--- src/rtl/formant_frame_scheduler.sv ---
// Front-end scheduler for the formant engine. It admits whole FFT frames only while the engine is idle.
// It guards the engine with a watchdog and turns each engine result into a one-cycle pulse.
module formant_frame_scheduler #(
    parameter int BIT_WIDTH      = 32,
    parameter int I              = 160,
    parameter int FORMANTS       = 5,
    parameter int TIMEOUT        = 1000000,
    parameter int RECOVER_CYCLES = 4,
    parameter int CNT_WIDTH      = 16
) (
    input  logic                          clk_in,
    input  logic                          rst_in,
    input  logic                          fft_valid,
    input  logic [BIT_WIDTH-1:0]          fft_data,
    output logic                          eng_fft_valid,
    output logic [BIT_WIDTH-1:0]          eng_fft_data,
    output logic                          eng_rst,
    input  logic                          eng_formant_valid,
    input  logic [FORMANTS*BIT_WIDTH-1:0] eng_formant_freq,
    output logic                          formant_valid,
    output logic [FORMANTS*BIT_WIDTH-1:0] formant_freq,
    output logic                          busy,
    output logic [CNT_WIDTH-1:0]          frames_dropped,
    output logic [CNT_WIDTH-1:0]          timeouts
);

    localparam int IW = (I > 1) ? $clog2(I) : 1;
    localparam int WW = (TIMEOUT > 1) ? $clog2(TIMEOUT) : 1;
    localparam int RW = (RECOVER_CYCLES > 1) ? $clog2(RECOVER_CYCLES) : 1;

    localparam logic [IW-1:0] LAST_BIN = IW'(I - 1);
    localparam logic [WW-1:0] WD_LAST  = WW'(TIMEOUT - 1);
    localparam logic [RW-1:0] REC_LAST = RW'(RECOVER_CYCLES - 1);

    typedef enum logic [1:0] {
        ST_IDLE,
        ST_STREAM,
        ST_WAIT,
        ST_RECOVER
    } state_t;

    state_t        state;
    logic [IW-1:0] in_cnt;
    logic [WW-1:0] watchdog;
    logic [RW-1:0] rec_cnt;
    logic          fv_prev;
    logic          recovering;

    logic first_beat;
    logic last_beat;
    logic admit;
    logic forward;
    logic result_edge;

    assign first_beat  = fft_valid && (in_cnt == '0);
    assign last_beat   = fft_valid && (in_cnt == LAST_BIN);
    assign admit       = first_beat && (state == ST_IDLE);
    assign forward     = admit || (fft_valid && (state == ST_STREAM));
    assign result_edge = eng_formant_valid && !fv_prev;

    // NOTE: eng_rst is combinational on rst_in, so the engine is held in reset in the same cycle rst_in rises.
    assign eng_rst = rst_in || recovering;

    // NOTE: all state updates use non-blocking assignments, so every branch sees the pre-edge values.
    always_ff @(posedge clk_in) begin
        if (rst_in) begin
            state          <= ST_IDLE;
            in_cnt         <= '0;
            watchdog       <= '0;
            rec_cnt        <= '0;
            fv_prev        <= 1'b0;
            recovering     <= 1'b0;
            busy           <= 1'b0;
            eng_fft_valid  <= 1'b0;
            eng_fft_data   <= '0;
            formant_valid  <= 1'b0;
            formant_freq   <= '0;
            frames_dropped <= '0;
            timeouts       <= '0;
        end else begin
            fv_prev       <= eng_formant_valid;
            formant_valid <= 1'b0;
            eng_fft_valid <= forward;
            if (forward) begin
                eng_fft_data <= fft_data;
            end

            if (fft_valid) begin
                in_cnt <= (in_cnt == LAST_BIN) ? '0 : in_cnt + IW'(1);
            end

            if (first_beat && (state != ST_IDLE) && (frames_dropped != '1)) begin
                frames_dropped <= frames_dropped + CNT_WIDTH'(1);
            end

            case (state)
                ST_IDLE: begin
                    if (admit) begin
                        busy <= 1'b1;
                        // A single-bin frame is complete on its first beat.
                        if (last_beat) begin
                            state    <= ST_WAIT;
                            watchdog <= '0;
                        end else begin
                            state <= ST_STREAM;
                        end
                    end
                end
                ST_STREAM: begin
                    if (last_beat) begin
                        state    <= ST_WAIT;
                        watchdog <= '0;
                    end
                end
                ST_WAIT: begin
                    watchdog <= watchdog + WW'(1);
                    if (result_edge) begin
                        formant_freq  <= eng_formant_freq;
                        formant_valid <= 1'b1;
                        state         <= ST_IDLE;
                        busy          <= 1'b0;
                    end else if (watchdog == WD_LAST) begin
                        if (timeouts != '1) begin
                            timeouts <= timeouts + CNT_WIDTH'(1);
                        end
                        state      <= ST_RECOVER;
                        rec_cnt    <= '0;
                        recovering <= 1'b1;
                    end
                end
                ST_RECOVER: begin
                    rec_cnt <= rec_cnt + RW'(1);
                    if (rec_cnt == REC_LAST) begin
                        state      <= ST_IDLE;
                        busy       <= 1'b0;
                        recovering <= 1'b0;
                    end
                end
                default: begin
                    state      <= ST_IDLE;
                    busy       <= 1'b0;
                    recovering <= 1'b0;
                end
            endcase
        end
    end

endmodule
--- config.mk ---
export PLATFORM = sky130hd
export DESIGN_NAME = formant_frame_scheduler
export DESIGN_NICKNAME = d
export VERILOG_FILES = /design/src/rtl/formant_frame_scheduler.sv
export SDC_FILE = /design/constraint.sdc
export NUM_CORES = 1
export LEC_CHECK = 0
export BUFFER_PORTS_ARGS = -buffer_cell sky130_fd_sc_hd__buf_2
export CORE_ASPECT_RATIO = 0.5
export CORE_UTILIZATION = 43
export CTS_BUF_LIST = sky130_fd_sc_hd__clkbuf_2
export CTS_CLUSTER_DIAMETER = 40
export DETAILED_ROUTE_END_ITERATION = 10
export PLACE_DENSITY = 0.73
export SYNTH_ARGS = -nofsm -noshare
export SYNTH_HDL_FRONTEND = slang
export SYNTH_SLANG_ARGS = --single-unit
--- constraint.sdc ---
create_clock -name clk_in -period 2.55 [get_ports clk_in]
set_input_delay 0.3825 -clock clk_in [delete_from_list [all_inputs] [get_ports clk_in]]
set_output_delay 0.3825 -clock clk_in [all_outputs]
set_load 0.01 [all_outputs]
==> flow_summary.toml <==
[setup_path]
ff2ff_setup_slack_ns = 0.11
crit_start = "watchdog[0]"
crit_fanout = 6
r2r_cells = 7
required_ns = 3.29
cp-start-kind = "register"
crit_type = "register to register"
crit_arrival_ns = 3.18
endpoint_kind = "register"
cp-endpoint = "timeouts[8]"
r2r_start = "watchdog[0]"
r2r-end = "timeouts[8]"

[synth]
synth_top_area_share_pct = 52.42
synthAdderAreaFrac_pct = 0.7532
syn_inst = 1251
synth_warnings = 0
synthSimpleGateAreaFrac_pct = 25.57
synth_nets = 1453
yosysTopAreaCell = "dfxtp_1"
synth_top_family_by_area = "simple AND/OR/NAND/NOR gates"
synth-compound-area-share_pct = 15.35
ys_types = 51
ys_ff_latch = 261
synthTopCellsByCount = "nand2_1, dfxtp_1, a21oi_1"
netlist_area_um2 = 9967
ys_async_sr_fraction_pct = 0
synthXorXnorAreaFrac_pct = 1.845
synth_area_leaders = "dfxtp_1, nand2_1, a21oi_1"
seq_area_frac_synth_pct = 52.42
synth_ff_type = "dfxtp_1"
avgSynthCellArea_um2 = 7.967
yosysMostFrequentCell = "nand2_1"
synth_edf_count = 0
muxShareOfSynthArea_pct = 0.5272

[sta]
setup_violations = 0
hold_ws_ns = 0.3082
slew_headroom_pct = 52.55
fin_crit_sh_pct = 95.69
finalSetupTns_ns = 0
worst_slew_pin_slew_ns = 0.7118
fmax_ghz = 0.4098
timing.final.crit_period_ns = 2.440
drv_slew = 0
clock_skew_ns = 0.04242
finalHoldViolCount = 0

[clock_network]
clk_path_buf_depth = 3
clk_latency_ns = 0.84
cts_made_buffers = 58
htreeDepth = 2
cts_root_buf = "clkbuf_2"
tritoncts = "yes"
clk_pin_slew_worst_paths_ns = 0.15
clkSinkCount = 261

[floorplanning]
start_util_pct = 44.89
coreArea_um2 = 22200
die_w_um = 217.3
io_pins = 424
die_h_um = 109.7
fp.dieArea_um2 = 23830
rows = 38

[cells_and_area]
finalNonFillerCells = 2230
finish.instance_area_um2 = 15060
multi_input_area_um2 = 4425
area_delta_synth_final_pct = 51.05
fill_cells = 1722
layout-drive-gt1-share_pct = 29.03
ff_latch_area_um2 = 5225
nets = 2087
finalCoreUtilization_pct = 67.81

[global_routing]
grt_pass1_vias = 10729
grt_max_degree = 70
grt_pass1_wl_mm = 51.63
track_usage_pct = 26.65
antenna_found_initial = 1
overflow = 0

[power_and_ir_drop]
p_leak_uw = 0.006581
power_density_nw_per_um2 = 502.8
vdd_drop_max_uv = 347.1

[drt]
postRouteAntennaNets = 0
viasPerCell = 5.121
drt_iter0_markers = 811
wirelength_mm = 34.09
drcViolationCount = 0
wire_per_inst_um = 15.29
vias = 11419
dr.pass1.iters = 7

[run]
drv_cap = 0

[placement]
gp_congestion = 0.8367
placed_cell_area_um2 = 12440
hpwl_mm = 20.53
post-place-cells = 1920
portBuffers = 423

[status]
outcome = "completed"

[hold_path]
hold_class = "input pin to register"
-- metal layers --
metal | global-route usage [%] | up-vias | routed length, µm
met5 | 0 | - | 0
met4 | 14.79 | 0 | 1673
met3 | 6.971 | 151 | 2281
met2 | 46.42 | 499 | 16830
met1 | 30.27 | 5259 | 13310
li1 | - | 5510 | -
-- through the flow --
stage	power, µW	setup WS (ns)
after floorplan	4477	0.4565
after global placement	4732	0.2150
after detailed placement	4746	0.1999
after CTS	7578	0.07100
after global routing	7957	-0.01665
final	7569	0.1099
-- layout make-up --
type                    instances  share of cell area (%)
flip-flops and latches        261                   34.70
clock buffers                  90                   2.992
repair buffers                656                   29.88
inverters                       7                  0.1745
clock inverters                14                  0.3490
multi-input cells             901                   29.39
well taps                     300                   2.493
diodes                          1                 0.01662
-- cell families after synthesis --
kind of cell | count (synthesis)
adder cells (fa/ha/maj) | 6
flip-flops | 261
buffers and inverters | 89
AND/OR/NAND/NOR | 582
multiplexers | 5
XOR/XNOR | 21
AO/OA/AOI/OAI | 287
-- power breakdown --
group | internal (µW) | switching [µW]
Sequential | 4130 | 30.7
Combinational | 453 | 355
Clock | 925 | 1670
-- timing repair --
item / 4_1_cts / 5_1_grt
buffers inserted: 0 / 1
hold buffers: 203 / 0
resized for setup: 0 / 8
endpoints found under the setup margin: 0 / 5
endpoints found under the hold margin: 238 / 0
-- worst min-delay path by stage --
| stage | start | end | slack (ns) | depth (start not counted) |
|---|---|---|---|---|
| after detailed placement | formant_freq[4] | formant_freq[4] | 0.44 | 2 |
| final | eng_formant_freq[26] | formant_freq[26] | 0.31 | 4 |
| after CTS | eng_formant_freq[0] | formant_freq[0] | 0.22 | 4 |
| after floorplan | recovering | recovering | 0.43 | 2 |
| after global routing | fft_data[23] | eng_fft_data[23] | 0.22 | 4 |
| after global placement | eng_fft_data[20] | eng_fft_data[20] | 0.44 | 2 |
-- flip-flops by register name (all words and copies together), names as in the netlist, 2 cells and up --
signal          cells
formant_freq      160
eng_fft_data       32
watchdog           20
frames_dropped     16
timeouts           16
in_cnt              8
rec_cnt             2
state               2
-- layout by cell type (no fill, tap or decap), types with 8 or more instances in the layout --
master	Yosys	final
a21oi_1	230	229
buf_12	0	8
buf_2	2	422
buf_4	0	21
clkbuf_2	0	90
clkinv_1	0	13
dfxtp_1	261	261
dlygate4sd3_1	0	203
nand2_1	414	413
nand3_1	19	19
nand4_1	18	18
nor2_1	50	49
nor3_1	13	13
o21ai_0	11	11
o21ai_1	14	14
or3_1	13	13
xnor2_1	15	15
-- worst max-delay path, stage by stage, from the launching register on --
cell	delay (ns)
dfxtp_1	0.41
ha_1	0.22
and3b_1	0.20
nand3b_1	0.19
or4_1	0.68
buf_4	0.21
or3_1	0.30
a21oi_1	0.13
No activity file was read; power rests on OpenSTA's default activity.
